===== src/rtl/usb_pkt_rx.sv =====
// USB packet receiver: PID check, token field extraction, CRC strip/check, payload delivery.
// Latency: every output is registered, 1 cycle after the input byte; payload byte N leaves 1 cycle after byte N+2.
// Backpressure: none; one byte per cycle accepted indefinitely. Define USB_PKT_RX_CRC_EN to build CRC5/CRC16 checking.
module usb_pkt_rx #(
  parameter int MAX_LEN = 1024
) (
  input  logic        i_clk,
  input  logic        i_rst_n,
  input  logic        i_rx_active,
  input  logic        i_rx_valid,
  input  logic [7:0]  i_rx_data,
  input  logic        i_rx_error,
  output logic [3:0]  o_pid,
  output logic        o_pid_valid,
  output logic [6:0]  o_tok_addr,
  output logic [3:0]  o_tok_endp,
  output logic        o_tok_valid,
  output logic [7:0]  o_data,
  output logic        o_data_valid,
  output logic        o_pkt_end,
  output logic        o_pkt_err,
  output logic [10:0] o_len
);

  typedef enum logic [2:0] {
    S_IDLE,
    S_PID,
    S_TOKEN,
    S_DATA,
    S_HSK,
    S_DROP
  } state_t;

  localparam logic [10:0] LEN_MAX = 11'(MAX_LEN);

  state_t      state;
  state_t      cur;
  state_t      pid_state;
  logic        armed;     // cleared by reset so a packet already in flight is skipped
  logic        err;
  logic [1:0]  cnt;       // bytes after the PID (token) or bytes held in the delay buffer (data)
  logic [7:0]  buf0;      // older held byte (also first token byte)
  logic [7:0]  buf1;      // newer held byte
  logic [10:0] len;
  logic        start;
  logic        byte_ok;
  logic        pid_ok;
  logic        crc5_ok;
  logic        crc16_ok;
  logic        end_err;

`ifdef USB_PKT_RX_CRC_EN
  logic [4:0]  crc5;
  logic [15:0] crc16;
  logic [4:0]  crc5_nxt;
  logic [15:0] crc16_nxt;

  // Serial CRC over the incoming byte, LSB first
  always_comb begin
    crc5_nxt  = crc5;
    crc16_nxt = crc16;
    for (int i = 0; i < 8; i++) begin
      if (crc5_nxt[4] ^ i_rx_data[i]) crc5_nxt = {crc5_nxt[3:0], 1'b0} ^ 5'b00101;
      else                            crc5_nxt = {crc5_nxt[3:0], 1'b0};
      if (crc16_nxt[15] ^ i_rx_data[i]) crc16_nxt = {crc16_nxt[14:0], 1'b0} ^ 16'h8005;
      else                              crc16_nxt = {crc16_nxt[14:0], 1'b0};
    end
    crc5_ok  = (crc5 == 5'b01100);
    crc16_ok = (crc16 == 16'h800D);
  end

  // CRC registers restart at all ones for every packet
  always_ff @(posedge i_clk) begin
    if (!i_rst_n) begin
      crc5  <= 5'h1F;
      crc16 <= 16'hFFFF;
    end else if (start) begin
      crc5  <= 5'h1F;
      crc16 <= 16'hFFFF;
    end else if (byte_ok && state == S_TOKEN) begin
      crc5  <= crc5_nxt;
    end else if (byte_ok && state == S_DATA) begin
      crc16 <= crc16_nxt;
    end
  end
`else
  assign crc5_ok  = 1'b1;
  assign crc16_ok = 1'b1;
`endif

  // PID decode, packet start qualification and end-of-packet error summary
  always_comb begin
    start   = (state == S_IDLE) && armed && i_rx_active;
    cur     = start ? S_PID : state;
    byte_ok = i_rx_active && !i_rx_error && i_rx_valid;
    pid_ok  = (i_rx_data[3:0] == ~i_rx_data[7:4]);
    pid_state = S_DROP;
    if (pid_ok) begin
      case (i_rx_data[1:0])
        2'b01:   pid_state = S_TOKEN;
        2'b11:   pid_state = S_DATA;
        2'b10:   pid_state = S_HSK;
        default: pid_state = S_DROP;
      endcase
    end
    case (state)
      S_PID:   end_err = 1'b1;
      S_TOKEN: end_err = err || (cnt != 2'd2) || !crc5_ok;
      S_DATA:  end_err = err || (cnt != 2'd2) || !crc16_ok;
      default: end_err = err;
    endcase
  end

  // Packet FSM with registered outputs; a PID byte may arrive in the same cycle RxActive rises
  always_ff @(posedge i_clk) begin
    if (!i_rst_n) begin
      state        <= S_IDLE;
      armed        <= 1'b0;
      err          <= 1'b0;
      cnt          <= 2'd0;
      buf0         <= 8'd0;
      buf1         <= 8'd0;
      len          <= 11'd0;
      o_pid        <= 4'd0;
      o_pid_valid  <= 1'b0;
      o_tok_addr   <= 7'd0;
      o_tok_endp   <= 4'd0;
      o_tok_valid  <= 1'b0;
      o_data       <= 8'd0;
      o_data_valid <= 1'b0;
      o_pkt_end    <= 1'b0;
      o_pkt_err    <= 1'b0;
      o_len        <= 11'd0;
    end else begin
      o_pid_valid  <= 1'b0;
      o_tok_valid  <= 1'b0;
      o_data_valid <= 1'b0;
      o_pkt_end    <= 1'b0;
      if (state == S_IDLE) begin
        if (!i_rx_active) begin
          armed <= 1'b1;
        end else if (armed) begin
          state <= S_PID;
          err   <= 1'b0;
          cnt   <= 2'd0;
          len   <= 11'd0;
        end
      end
      if (cur != S_IDLE) begin
        if (!i_rx_active) begin
          o_pkt_end   <= 1'b1;
          o_pkt_err   <= end_err;
          o_len       <= len;
          o_tok_valid <= (state == S_TOKEN) && (cnt == 2'd2) && crc5_ok;
          state       <= S_IDLE;
        end else if (i_rx_error) begin
          err   <= 1'b1;
          state <= S_DROP;
        end else if (i_rx_valid) begin
          case (cur)
            S_PID: begin
              state <= pid_state;
              if (pid_ok) begin
                o_pid       <= i_rx_data[3:0];
                o_pid_valid <= 1'b1;
              end
              if (pid_state == S_DROP) err <= 1'b1;
            end
            S_TOKEN: begin
              if (cnt != 2'd3) cnt <= cnt + 2'd1;
              if (cnt == 2'd0) buf0 <= i_rx_data;
              if (cnt == 2'd1) begin
                o_tok_addr <= buf0[6:0];
                o_tok_endp <= {i_rx_data[2:0], buf0[7]};
              end
            end
            S_DATA: begin
              if (cnt == 2'd2) begin
                if (len == LEN_MAX) begin
                  err   <= 1'b1;
                  state <= S_DROP;
                end else begin
                  o_data       <= buf0;
                  o_data_valid <= 1'b1;
                  len          <= len + 11'd1;
                  buf0         <= buf1;
                  buf1         <= i_rx_data;
                end
              end else begin
                cnt <= cnt + 2'd1;
                if (cnt == 2'd0) buf0 <= i_rx_data;
                else             buf1 <= i_rx_data;
              end
            end
            S_HSK:   err <= 1'b1;
            default: ;
          endcase
        end
      end
    end
  end

endmodule

===== config.mk =====
export PLATFORM = sky130hd
export DESIGN_NAME = usb_pkt_rx
export DESIGN_NICKNAME = d
export VERILOG_FILES = /design/src/rtl/usb_pkt_rx.sv
export SDC_FILE = /design/constraint.sdc
export NUM_CORES = 1
export LEC_CHECK = 0
export CAP_MARGIN = 20
export CORE_MARGIN = 1.5
export CORE_UTILIZATION = 54
export CTS_CLUSTER_SIZE = 24
export DETAILED_ROUTE_END_ITERATION = 8
export PLACE_DENSITY = 0.9
export SLEW_MARGIN = 20
export SYNTH_ARGS = -nofsm -noshare
export SYNTH_HDL_FRONTEND = slang
export SYNTH_SLANG_ARGS = --single-unit
export TNS_END_PERCENT = 10

===== constraint.sdc =====
create_clock -name i_clk -period 2.11 [get_ports i_clk]
set_input_delay 0.5275 -clock i_clk [delete_from_list [all_inputs] [get_ports i_clk]]
set_output_delay 0.5275 -clock i_clk [all_outputs]
set_load 0.02 [all_outputs]

* Yosys cells after proc, flatten, opt, wreduce, memory -nomap -nowiden *
Cells that the tools add are included.

operators by class
  add/sub/neg operators = 2
  eq/ne operators = 20
  multiplexer cells = 55
  bitwise operators = 10
  reduce and logical (&&, ||, !) cells = 20

operators by type and width
  kind                   number
  $mux 11                10
  $mux 8                 6
  $mux 3                 11
  $mux 2                 9
  $reduce_and 6->1       3
  $pmux 8 s2             1
  $reduce_and 7->1       2
  $mux 1                 13
  $eq 3x2->1 const B     4
  $add 11x1->11 const B  1
  $eq 11x11->1 const B   1
  $not 1->1              9
  $pmux 3 s3             1
  $ne 2x2->1 const B     4
  $reduce_or 7->1        1
  $eq 2x2->1 const B     3
  $eq 3x1->1 const B     2
  $eq 3x3->1 const B     2
  $pmux 3 s2             1
  $reduce_and 2->1       3
  $reduce_or 6->1        1
  $eq 2x1->1 const B     2
  $eq 4x4->1             1
  $not 4->4              1
  13 further kinds       15

word-level totals
  register bits after elaboration = 73
  output and inout bits = 39
  logic and storage cells = 124

* Longest topological paths before layout *
  depth in word-level cells = 10
  gate-level depth with buffers = 8

* Least setup slack after synthesis *
No wires, ideal clock.

  kind = in2reg
  start = input i_rx_active
  end = register o_pid[0]
  setup time = 120 ps
  arrival = 1,679 ps
  data required time = 1,990 ps
  path slack = 311 ps
  cell stages on the path = 7
  path buffers = 3
  path through = buf_4 and2_4 buf_6 o211ai_2 or4_1 buf_2 mux2i_1

on the way
  longest elaborated chain between the ends = 4
  elaborated cells on any way between the ends = 5

RTL lines
  item                                             line      RTL
  from (decl)                                      9         input logic i_rx_active,
  $logic_and 1x1->1                                93        start = (state == S_IDLE) && armed && i_rx_active;
  $mux 3                                           94        cur = start ? S_PID : state;
  $eq 3x1->1 or $reduce_bool 3->1 (tied branches)  160, 149
  $reduce_and 6->1 (no source line) (*)            --
  to (signal assigned)                             164       o_pid <= i_rx_data[3:0];
  to (decl)                                        13        output logic [3:0] o_pid,

Mark *: on every way between the ends. The rest lies on a longest branch, timed or not.
A chain may end at the register's enable or synchronous reset.

* Worst setup path after layout *
  start = input i_rx_data[0]
  end = register o_pid[0]

on the way
  longest elaborated chain between the ends = 2

RTL lines
  item                               line  RTL
  from (decl)                        11    input logic [7:0] i_rx_data,
  $eq 4x4->1                         96    pid_ok = (i_rx_data[3:0] == ~i_rx_data[7:4]);
  $reduce_and 6->1 (no source line)  --

Several ways; a longest one is shown, not always the timed one.

==> results.py <==
metrics = {
    "sta": {
        "fin_ws_ps": 135,
        "finalHoldWorstSlack_ps": 455,
        "relSlewSlack": 0.644,
        "fin_skew_ps": 14.0,
        "min_period_ps": 1970,
        "fin_crit_sh": 0.936,
        "slew_viol_final": 0,
        "hold_viol": 0,
        "tightest_slew_ps": 521,
        "setup_viol": 0,
        "max_freq_mhz": 506,
        "rsz0062_at_grt": "false",
    },
    "pwr": {
        "peakVddDrop_mv": 0.450,
        "leakagePower_nw": 1.87,
        "finalPower_mw": 2.74,
        "p_per_area_nw_per_um2": 590,
    },
    "clock_network": {
        "htreeDepth": 3,
        "cts_root_buf": "clkbuf_8",
        "insertion_delay_ps": 360,
        "clock_sinks": 73,
        "numCtsBuffers": 9,
        "postCtsResizedCells": 0,
        "cts_buffer_depth": 2,
        "postCtsHoldBufs": 0,
        "clkTransAtPathRegs_ps": 80,
        "cts_tree": "built",
        "cts_setup_buffers": 0,
    },
    "placed_design": {
        "io_buffers": 51,
        "placed_cell_area_sq_um": 4430,
        "post-place-ws_ps": -286,
        "hpwl_microns": 6440,
        "gp_congestion": 0.871,
    },
    "hold_path": {
        "hold_path_class": "reg2reg",
    },
    "synth": {
        "yosys-top-cells-area": "dfxtp_1, mux2i_1, nand2_1",
        "synth_seq_area_share": 0.407,
        "yosys_warnings": 0,
        "yosysMostFrequentCell": "dfxtp_1",
        "synth_top_area_frac": 0.407,
        "synthTopCellsByCount": "dfxtp_1, nand2_1, mux2i_1, a21oi_1, nor2_1",
        "ys.flop_type": "dfxtp_1",
        "synth-edff-count": 0,
        "ys_async_sr_fraction": 0,
        "synth_area_sq_um": 3590,
        "syn_inst": 407,
        "synth.avg_cell_area_sq_um": 8.83,
        "synth_area_leader_cell": "dfxtp_1",
        "synth-seq-cells": 73,
        "synthesis.nets": 430,
        "synth_cell_type_count": 59,
    },
    "worst_setup_path": {
        "setup.worst_path.class": "in2reg",
        "arrival_ps": 2220,
        "end_kind": "flip-flop",
        "required_ps": 2350,
        "cp_max_fo": 5,
        "startpoint_type": "input port",
    },
    "final_layout": {
        "areaGrowthSynthToFinish_pct": 29.0,
        "antenna_cells": 0,
        "final_area_sq_um": 4630,
        "drive_gt1_frac": 0.149,
        "nets": 508,
        "final_util": 0.726,
    },
    "detailed_routing": {
        "via_count": 3369,
        "drt_iter0_drc": 236,
        "drt_wl_total_microns": 9380,
        "via_per_inst": 5.94,
        "drcViolationCount": 0,
        "dr.pass1.iters": 5,
        "drt.antenna.violating_nets": 0,
        "routedWlPerCell_microns": 16.5,
    },
    "global_route": {
        "antenna_found_initial": 0,
        "overflow": 0,
        "grt_max_degree": 41,
        "track_usage": 0.272,
        "grt_pass1_vias": 3201,
        "grt_pass1_wl_microns": 15500,
    },
    "floorplan": {
        "core_sq_um": 6390,
        "die_x_microns": 84.6,
        "fp.dieH_microns": 84.6,
        "die_area_sq_um": 7150,
        "placementRows": 29,
        "initial_core_util": 0.563,
        "io_pins": 52,
    },
    "run_status": {
        "outcome": "finished, final reports clean",
    },
    "job": {
        "cap_violations": 0,
    },
}
-- kinds of logic (layout without fill, tap and decap cells) --
logic type,after synthesis,count (layout),synth area share
AND/OR/NAND/NOR,152,152,0.208
AO/OA/AOI/OAI,81,81,0.160
flip-flops,73,73,0.407
multiplexers,42,42,0.118
buffers and inverters,42,125,0.0561
adder cells (fa/ha/maj),10,10,0.0348
XOR/XNOR,7,7,0.0171
-- area by class of cell --
class,count,area [sq um]
flip-flops and latches,73,1460
fillers,454,1750
well taps,77,96.3
clock inverters,7,76.3
multi-input cells,292,1930
repair buffers,95,893
clock buffers,9,124
inverters,14,52.6
-- registers in the layout (all words and copies together), names as in the netlist, 4 cells and up --
name        count
o_len          11
o_tok_addr      7
o_pid           4
buf1            8
o_data          8
len            11
buf0            8
o_tok_endp      4
-- metal layers --
layer | track usage | wire length [microns]
met2 | 0.457 | 4640
met5 | 0 | 0
met3 | 0.0452 | 519
met4 | 0.164 | 396
met1 | 0.323 | 3830
-- worst max-delay path, stage by stage --
cell	delay (ps)
clkdlybuf4s50_1	540
xor2_1	160
nand4_1	200
or4_1	610
mux2i_1	180
-- power by group --
part	switching, mW	leakage [nW]	total, mW	internal, mW
registers	0.00864	0.588	1.39	1.38
clock network	0.569	0.0962	1.12	0.554
logic	0.120	1.19	0.222	0.103
-- cell usage in the layout, fill, tap and decap left out, types with 4 or more instances in the layout --
| cell | n |
|---|---|
| dfxtp_1 | 73 |
| nand2_1 | 67 |
| clkdlybuf4s50_1 | 50 |
| mux2i_1 | 40 |
| buf_4 | 40 |
| a21oi_1 | 27 |
| nor2_1 | 26 |
| nand3_1 | 17 |
| inv_1 | 14 |
| o211ai_1 | 10 |
| ha_1 | 10 |
| clkbuf_8 | 9 |
| o21ai_1 | 8 |
| nor3_1 | 7 |
| nand4_1 | 5 |
| nor4_1 | 5 |
| xor2_1 | 4 |
| a21o_1 | 4 |
| o21ai_0 | 4 |
| buf_12 | 4 |
-- path summary, 6_finish.rpt --
path / startpoint / to / slack [ps] / cells past startpoint
setup / recovery: i_rx_data[0] / o_pid[0] / 140 / 5
hold / removal: o_len[7] / o_len[7] / 450 / 2
setup reg to reg: len[0] / len[2] / 200 / 6
hold reg to reg: o_len[7] / o_len[7] / 450 / 2
-- metrics by stage --
stage / setup TNS, ps / std cells
after floorplan: 0 / 407
after global routing: 0 / 567
after global placement: -4220 / 551
final: 0 / 567
after CTS: 0 / 567
after detailed placement: -6430 / 551
No activity file was read; power rests on OpenSTA's default activity.
